===== src/rtl/approx_mult_pipe.sv =====
// Pipelined unsigned WxW multiplier: exact, carry-free approximate, or partially recovered product per beat.
// Latency log2(W)+2; a stalled output freezes every stage, so in_ready drops combinationally while stalled.
module approx_mult_pipe #(
   parameter int W = 16,
   parameter int K = 16,
   parameter int R = 4
) (
   input  logic              clk,
   input  logic              rst,
   input  logic              in_valid,
   output logic              in_ready,
   input  logic [W-1:0]      a,
   input  logic [W-1:0]      b,
   input  logic [1:0]        mode,
   output logic              out_valid,
   input  logic              out_ready,
   output logic [2*W-1:0]    res,
   output logic              err_nz,
   output logic [15:0]       err_cnt,
   input  logic              cnt_clr
);

   localparam int LG = $clog2(W);
   localparam int PW = 2 * W;
   localparam logic [PW-1:0] LOW_MASK = (K >= PW) ? {PW{1'b1}} : ((PW'(1) << K) - PW'(1));

   logic stall;
   logic adv;
   logic out_vld_q;

   assign stall    = out_vld_q & ~out_ready;
   assign adv      = ~stall;
   assign in_ready = adv;

   // Stage 0: operand capture
   logic [W-1:0] a_d, a_q, b_d, b_q;
   logic [1:0]   mode_d, mode_q;
   logic         vld0_d, vld0_q;

   always_comb begin
      a_d    = a_q;
      b_d    = b_q;
      mode_d = mode_q;
      vld0_d = vld0_q;
      if (adv) begin
         a_d    = a;
         b_d    = b;
         mode_d = mode;
         vld0_d = in_valid;
      end
   end

   always_ff @(posedge clk) begin
      if (rst) begin
         a_q    <= '0;
         b_q    <= '0;
         mode_q <= '0;
         vld0_q <= 1'b0;
      end else begin
         a_q    <= a_d;
         b_q    <= b_d;
         mode_q <= mode_d;
         vld0_q <= vld0_d;
      end
   end

   // All tree levels share flat arrays; level s with N rows starts at row 2W-2N.
   // hi: exact sum of columns >= K, lx: exact sum of columns < K, lo: OR of columns < K.
   logic [PW-1:0] row_hi [2*W-1];
   logic [PW-1:0] row_lx [2*W-1];
   logic [PW-1:0] row_lo [2*W-1];
   logic          row_vld [LG+1];
   logic [1:0]    row_mode [LG+1];

   genvar gi, gs, gj;
   for (gi = 0; gi < W; gi++) begin : g_pp
      assign row_hi[gi] = (PW'(a_q & {W{b_q[gi]}}) << gi) & ~LOW_MASK;
      assign row_lx[gi] = (PW'(a_q & {W{b_q[gi]}}) << gi) & LOW_MASK;
      assign row_lo[gi] = (PW'(a_q & {W{b_q[gi]}}) << gi) & LOW_MASK;
   end
   assign row_vld[0]  = vld0_q;
   assign row_mode[0] = mode_q;

   for (gs = 1; gs <= LG; gs++) begin : g_lvl
      localparam int N  = W >> gs;
      localparam int OI = 2 * W - 4 * N;
      localparam int OO = 2 * W - 2 * N;

      logic [PW-1:0] hi_d [N];
      logic [PW-1:0] hi_q [N];
      logic [PW-1:0] lx_d [N];
      logic [PW-1:0] lx_q [N];
      logic [PW-1:0] lo_d [N];
      logic [PW-1:0] lo_q [N];
      logic          vld_d, vld_q;
      logic [1:0]    mode_d, mode_q;

      always_comb begin
         hi_d   = hi_q;
         lx_d   = lx_q;
         lo_d   = lo_q;
         vld_d  = vld_q;
         mode_d = mode_q;
         if (adv) begin
            for (int r = 0; r < N; r++) begin
               hi_d[r] = row_hi[OI + 2*r] + row_hi[OI + 2*r + 1];
               lx_d[r] = row_lx[OI + 2*r] + row_lx[OI + 2*r + 1];
               lo_d[r] = row_lo[OI + 2*r] | row_lo[OI + 2*r + 1];
            end
            vld_d  = row_vld[gs-1];
            mode_d = row_mode[gs-1];
         end
      end

      always_ff @(posedge clk) begin
         if (rst) begin
            for (int r = 0; r < N; r++) begin
               hi_q[r] <= '0;
               lx_q[r] <= '0;
               lo_q[r] <= '0;
            end
            vld_q  <= 1'b0;
            mode_q <= '0;
         end else begin
            hi_q   <= hi_d;
            lx_q   <= lx_d;
            lo_q   <= lo_d;
            vld_q  <= vld_d;
            mode_q <= mode_d;
         end
      end

      for (gj = 0; gj < N; gj++) begin : g_out
         assign row_hi[OO + gj] = hi_q[gj];
         assign row_lx[OO + gj] = lx_q[gj];
         assign row_lo[OO + gj] = lo_q[gj];
      end
      assign row_vld[gs]  = vld_q;
      assign row_mode[gs] = mode_q;
   end

   // Final stage: P, PA, E, PR and mode select
   localparam int LAST = 2 * W - 2;

   logic [PW-1:0] p_full, pa, e, pr;
   logic [PW-1:0] res_d, res_q;
   logic          err_nz_d, err_nz_q;
   logic          mis_d, mis_q;
   logic          out_vld_d;
   logic [15:0]   err_cnt_d, err_cnt_q;

   always_comb begin
      p_full    = row_hi[LAST] + row_lx[LAST];
      pa        = row_hi[LAST] + row_lo[LAST];
      e         = p_full - pa;
      pr        = pa + ((e >> R) << R);
      res_d     = res_q;
      err_nz_d  = err_nz_q;
      mis_d     = mis_q;
      out_vld_d = out_vld_q;
      if (adv) begin
         out_vld_d = row_vld[LG];
         err_nz_d  = (e != '0);
         case (row_mode[LG])
            2'b01:   res_d = pa;
            2'b10:   res_d = pr;
            default: res_d = p_full;
         endcase
         mis_d = (res_d != p_full);
      end
      // Clear takes priority over a counting delivery in the same cycle.
      err_cnt_d = err_cnt_q;
      if (cnt_clr)
         err_cnt_d = '0;
      else if (out_vld_q && out_ready && mis_q && (err_cnt_q != 16'hFFFF))
         err_cnt_d = err_cnt_q + 16'd1;
   end

   always_ff @(posedge clk) begin
      if (rst) begin
         res_q     <= '0;
         err_nz_q  <= 1'b0;
         mis_q     <= 1'b0;
         out_vld_q <= 1'b0;
         err_cnt_q <= '0;
      end else begin
         res_q     <= res_d;
         err_nz_q  <= err_nz_d;
         mis_q     <= mis_d;
         out_vld_q <= out_vld_d;
         err_cnt_q <= err_cnt_d;
      end
   end

   assign out_valid = out_vld_q;
   assign res       = res_q;
   assign err_nz    = err_nz_q;
   assign err_cnt   = err_cnt_q;

endmodule


===== config.mk =====
export PLATFORM = sky130hd
export DESIGN_NAME = approx_mult_pipe
export DESIGN_NICKNAME = d
export VERILOG_FILES = /design/src/rtl/approx_mult_pipe.sv
export SDC_FILE = /design/constraint.sdc
export NUM_CORES = 2
export LEC_CHECK = 0
export ABC_CLOCK_PERIOD_IN_PS = 13110
export BUFFER_PORTS_ARGS = -buffer_cell sky130_fd_sc_hd__buf_2
export CORE_MARGIN = 10
export CORE_UTILIZATION = 42
export CTS_CLUSTER_DIAMETER = 30
export DETAILED_ROUTE_END_ITERATION = 10
export SLEW_MARGIN = 10
export SYNTH_ARGS = -nofsm -noshare
export SYNTH_HDL_FRONTEND = slang
export SYNTH_SLANG_ARGS = --single-unit

===== constraint.sdc =====
create_clock -name clk -period 13.11 [get_ports clk]
set_clock_uncertainty 0.05 [all_clocks]
set_input_delay 2.622 -clock clk [delete_from_list [all_inputs] [get_ports clk]]
set_output_delay 2.622 -clock clk [all_outputs]
set_load 0.01 [all_outputs]

==> results.rst <==
.. list-table::
   :header-rows: 1

   * - Metric
     - Value
   * - Total core area
     - 0.0854 mm2
   * - Nature of the critical path endpoint
     - flip-flop
   * - Die ar.
     - 0.0985 mm2
   * - Final number of max-transition violations
     - 0
   * - Row Count
     - 107
   * - CP most frequent cell
     - sky130_fd_sc_hd__ha_1
   * - Vias in the first global route
     - 31200
   * - Startpoint types
     - flip-flop
   * - WL per Instance
     - 16.6 um
   * - Area of all sequential standard cells
     - 0.0114 mm2
   * - Total Routing Usage GR
     - 20.2%
   * - Share of the synthesized netlist area taken by xor and xnor gates
     - 5.31%
   * - Largest buffer count on any clock path
     - 3
   * - Max_slew headroom
     - 30.3%
   * - Worst setup path startpoint
     - g_lvl[4].hi_q[16]$_SDFFE_PP0N_
   * - Largest fanout on the critical path
     - 8
   * - Placed wire-length estimate
     - 69800 um
   * - Peak supply drop
     - 0.139 mV
   * - Final critical delay including setup and external delays
     - 6540 ps
   * - Hold path startpoint
     - g_lvl[1].mode_q[0]$_SDFFE_PP0N_
   * - Final Setup Violations
     - 0
   * - Routed via count divided by cell count
     - 5.28
   * - Run status
     - finished, final reports clean
   * - Required time at the worst-slack endpoint
     - 13610 ps
   * - Main combinational cell family by area after synthesis
     - simple AND/OR/NAND/NOR gates
   * - Count of yosys warnings during synthesis
     - 0
   * - Die width
     - 314 um
   * - Cell type contributing the most total cell area after synthesis
     - sky130_fd_sc_hd__dfxtp_1
   * - Wire length of the first global-routing pass
     - 165000 um
   * - Number of cells upsized or downsized after cts
     - 0
   * - CTS tree
     - done
   * - First-iteration detailed-routing DRC count
     - 1993
   * - Number of nets in the finished design
     - 5263
   * - Post-synthesis sequential element count
     - 569
   * - Post-synthesis async set-or-reset flop share
     - 0%
   * - Die outline height
     - 314 um
   * - Number of H-tree levels
     - 4
   * - CTS buffer count
     - 152
   * - Leak
     - 0.0194 uW
   * - Min-Delay Path Depth
     - 2
   * - Effective utilization at floorplan
     - 42.5%
   * - Compound-cell area share of the yosys netlist
     - 19.6%
   * - Synthesized-area fraction occupied by adder cells
     - 14.6%
   * - Final hold violation count
     - 0
   * - Cell area after synthesis
     - 0.0363 mm2
   * - Area share of and/or/nand/nor cells after synthesis
     - 22.5%
   * - Root Buffer
     - sky130_fd_sc_hd__clkbuf_16
   * - Cell count after synthesis
     - 4801
   * - Top FF cell, synth
     - sky130_fd_sc_hd__dfxtp_1
   * - Multi-input gate area in the final layout
     - 0.0227 mm2
   * - Setup repair after global routing missed its margin
     - no
   * - Maximum number of pins on one net before global-route repair
     - 195
   * - Number of hold buffers added after CTS
     - 0
   * - Antenna violations before repair
     - 2
   * - Top-Level Pins
     - 90
   * - Wire length reported by the detailed router
     - 101000 um
   * - Post-synthesis sequential area ratio
     - 31.4%
   * - Post-synthesis mux area share
     - 0.404%
   * - Via Count
     - 32100
   * - Slowest CP cell
     - sky130_fd_sc_hd__xor2_1
   * - Fmax
     - 0.153 GHz
   * - Kind of critical path
     - flip-flop to flip-flop
   * - Unique cell type count in the Yosys netlist
     - 86
   * - Slew at the pin closest to its max-slew limit
     - 1050 ps
   * - Clock latency on the worst-skew pair
     - 730 ps
   * - Mean instance size in the synthesized netlist
     - 7.55 um2
   * - Cell-by-cell listing of the critical path
     - ha_1, fa_1, xor2_1, ha_1, o21a_1, o31a_1, and3_1, a211oi_1, xnor2_1, ha_1, a21oi_1, o221ai_1, a41oi_1, or3b_1, a21boi_0, or4_4, a2111oi_2, o2111a_1, and3_1, a311oi_1
   * - GR Overflow Total
     - 0
   * - Count of port buffers added during placement
     - 89
   * - Capture point of the worst reg-to-reg path
     - mis_q$_SDFFE_PP0N_
   * - Worst min-delay path category
     - flip-flop to flip-flop
   * - Router iterations before antenna repair
     - 7
   * - Number of antenna-violating nets in the routed design
     - 0
   * - Finished Core Util
     - 50.1%
   * - Delay of the slowest critical-path stage
     - 520 ps
   * - Depth of the most critical reg-to-reg path
     - 20
   * - Ratio of cells with drive above 1 in the final layout
     - 8.58%
   * - Total Neg Setup Slack
     - 0 ps
   * - GPL Wtd Cong
     - 0.906
   * - Number of enable-type register cells in the synthesized netlist
     - 0
   * - Hold_ws
     - 389 ps
   * - Total number of clock tree sinks
     - 569
   * - Leading cell types by total area after synthesis
     - sky130_fd_sc_hd__dfxtp_1, sky130_fd_sc_hd__ha_1, sky130_fd_sc_hd__nand2_1
   * - Cell Pwr Density
     - 148 mW/mm2
   * - Synth top area share
     - 31.4%
   * - Clock slew at the register clock pins of the worst setup and hold paths
     - 40 ps
   * - Filler cell count in the final layout
     - 8462
   * - Hold-critical path endpoint
     - g_lvl[2].mode_q[0]$_SDFFE_PP0N_
   * - Area grow syn2layout
     - 18.0%
   * - Signal arrival time at the worst endpoint
     - 7040 ps
   * - Post-detailed-route DRC marker count
     - 0
   * - Net count of the mapped netlist
     - 5247
   * - Final worst-path cycle share
     - 49.9%
   * - Register-to-register setup slack
     - 6570 ps
   * - Number of max-cap violations
     - 0
   * - Source of the worst register-to-register timing path
     - g_lvl[4].hi_q[16]$_SDFFE_PP0N_
   * - Post CTS Setup Buffer Count
     - 0
## state kept, by name, summed over array words and instances (netlist names), 8 cells and up
register	cells
a_q	16
b_q	16
err_cnt	16
g_lvl.hi_q	156
g_lvl.lo_q	140
g_lvl.lx_q	175
g_lvl.mode_q	8
res	32
## layout by cell type, fill, tap and decap left out, types with 18 or more instances in the layout
master,instances
sky130_fd_sc_hd__nand3_1,60
sky130_fd_sc_hd__o211ai_1,21
sky130_fd_sc_hd__inv_1,319
sky130_fd_sc_hd__buf_2,88
sky130_fd_sc_hd__dfxtp_1,569
sky130_fd_sc_hd__a21boi_0,46
sky130_fd_sc_hd__a21o_1,65
sky130_fd_sc_hd__o21a_1,25
sky130_fd_sc_hd__buf_4,38
sky130_fd_sc_hd__nand2_1,805
sky130_fd_sc_hd__xor2_1,82
sky130_fd_sc_hd__clkbuf_8,18
sky130_fd_sc_hd__ha_1,377
sky130_fd_sc_hd__clkinv_2,32
sky130_fd_sc_hd__nor2_1,415
sky130_fd_sc_hd__a211oi_1,147
sky130_fd_sc_hd__o21ai_0,207
sky130_fd_sc_hd__and3_1,19
sky130_fd_sc_hd__and2_1,113
sky130_fd_sc_hd__fa_1,29
sky130_fd_sc_hd__a21oi_1,501
sky130_fd_sc_hd__nor3_1,211
sky130_fd_sc_hd__clkbuf_16,152
sky130_fd_sc_hd__nand2b_1,35
sky130_fd_sc_hd__xnor2_1,136
sky130_fd_sc_hd__clkbuf_1,18
sky130_fd_sc_hd__nand4_1,22
sky130_fd_sc_hd__or3_1,29
sky130_fd_sc_hd__nor2b_1,74
## cells by family (layout without fill, tap and decap cells)
| group | count (synthesis) | after routing |
|---|---|---|
| AOI/OAI and AO/OA | 1164 | 1164 |
| xor gates and xnor gates | 219 | 219 |
| adders and majority gates | 407 | 407 |
| buffers and inverters | 590 | 728 |
| DFF | 569 | 569 |
| muxes | 14 | 14 |
| other | 0 | 1 |
| and+or+nand+nor | 1838 | 1838 |
## Yosys cell counts (5+ instances only)
cell / count
sky130_fd_sc_hd__a221oi_1: 6
sky130_fd_sc_hd__buf_1: 12
sky130_fd_sc_hd__mux2i_1: 12
sky130_fd_sc_hd__o41ai_1: 9
sky130_fd_sc_hd__o21bai_1: 15
sky130_fd_sc_hd__fa_1: 29
sky130_fd_sc_hd__a21boi_0: 46
sky130_fd_sc_hd__o22ai_1: 5
sky130_fd_sc_hd__a211oi_1: 147
sky130_fd_sc_hd__a21oi_1: 501
sky130_fd_sc_hd__o31ai_1: 10
sky130_fd_sc_hd__clkbuf_1: 250
sky130_fd_sc_hd__nor3_1: 211
sky130_fd_sc_hd__a22oi_1: 8
sky130_fd_sc_hd__o21ai_0: 207
sky130_fd_sc_hd__or3_1: 29
sky130_fd_sc_hd__o211ai_1: 21
sky130_fd_sc_hd__or2_2: 8
sky130_fd_sc_hd__a32o_1: 6
sky130_fd_sc_hd__nor2_1: 416
sky130_fd_sc_hd__a21o_1: 65
sky130_fd_sc_hd__o21a_1: 25
sky130_fd_sc_hd__inv_1: 319
sky130_fd_sc_hd__nand3_1: 60
sky130_fd_sc_hd__nand2_1: 805
sky130_fd_sc_hd__nor3b_1: 7
sky130_fd_sc_hd__o31a_1: 11
sky130_fd_sc_hd__buf_2: 6
sky130_fd_sc_hd__ha_1: 378
sky130_fd_sc_hd__nor4_1: 17
sky130_fd_sc_hd__xor2_1: 82
sky130_fd_sc_hd__nor2b_1: 75
sky130_fd_sc_hd__a31oi_1: 11
sky130_fd_sc_hd__xnor2_1: 136
sky130_fd_sc_hd__nand4_1: 22
sky130_fd_sc_hd__and2_1: 113
sky130_fd_sc_hd__nand2b_1: 35
sky130_fd_sc_hd__dfxtp_1: 569
sky130_fd_sc_hd__a2111oi_0: 9
sky130_fd_sc_hd__and3_1: 19
sky130_fd_sc_hd__a31o_2: 5
## worst max-delay path, delay by kind of cell, from the launching register on
family / cells / cell delay [ps]
xor+xnor: 2 / 730
simple gates: 4 / 1140
fa+ha+maj: 4 / 1530
flops: 1 / 390
compound gates: 10 / 2530
## through the flow
step           std cells  power, uW  area, um2  worst slack, ps
6_report            6084       6330      42800             6570
2_1_floorplan       4801       2400      36300             6650
5_1_grt             6083       6590      42800             6030
3_5_place_dp        5807       2600      37500             6500
4_1_cts             6083       6390      42800             6490
3_3_place_gp        5807       2600      37500             6510
## how the worst max path moves through the flow
stage,endpoint,slack (ps)
2_1_floorplan,in_ready,6650
3_3_place_gp,in_ready,6510
3_5_place_dp,in_ready,6500
4_1_cts,in_ready,6490
5_1_grt,mis_q$_SDFFE_PP0N_,6030
6_report,mis_q$_SDFFE_PP0N_,6570
## routing by layer
layer | share of wire (%) | up-vias | global-route usage, %
met4 | 2.9 | 0 | 7.77
met2 | 44 | 671 | 31.9
li1 | - | 16400 | -
met3 | 5.1 | 180 | 3.69
met1 | 48 | 14800 | 27.1
met5 | 0 | - | 0
## where the power goes
| part | internal (uW) | total, uW | switching [uW] |
|---|---|---|---|
| clock | 2570 | 3750 | 1180 |
| combinational | 283 | 731 | 448 |
| sequential | 1790 | 1850 | 54.7 |
## area by class of cell
| cell class | count | area share (%) |
|---|---|---|
| diodes | 1 | 0.00585 |
| well taps | 1144 | 3.34 |
| inverters | 321 | 2.83 |
| clock buffers | 188 | 9.62 |
| repair buffers | 131 | 1.92 |
| clock inverters | 88 | 2.69 |
| multi-input cells | 3642 | 53.0 |
| flip-flops and latches | 569 | 26.6 |
Note: power is estimated with default switching activity, not from simulation.
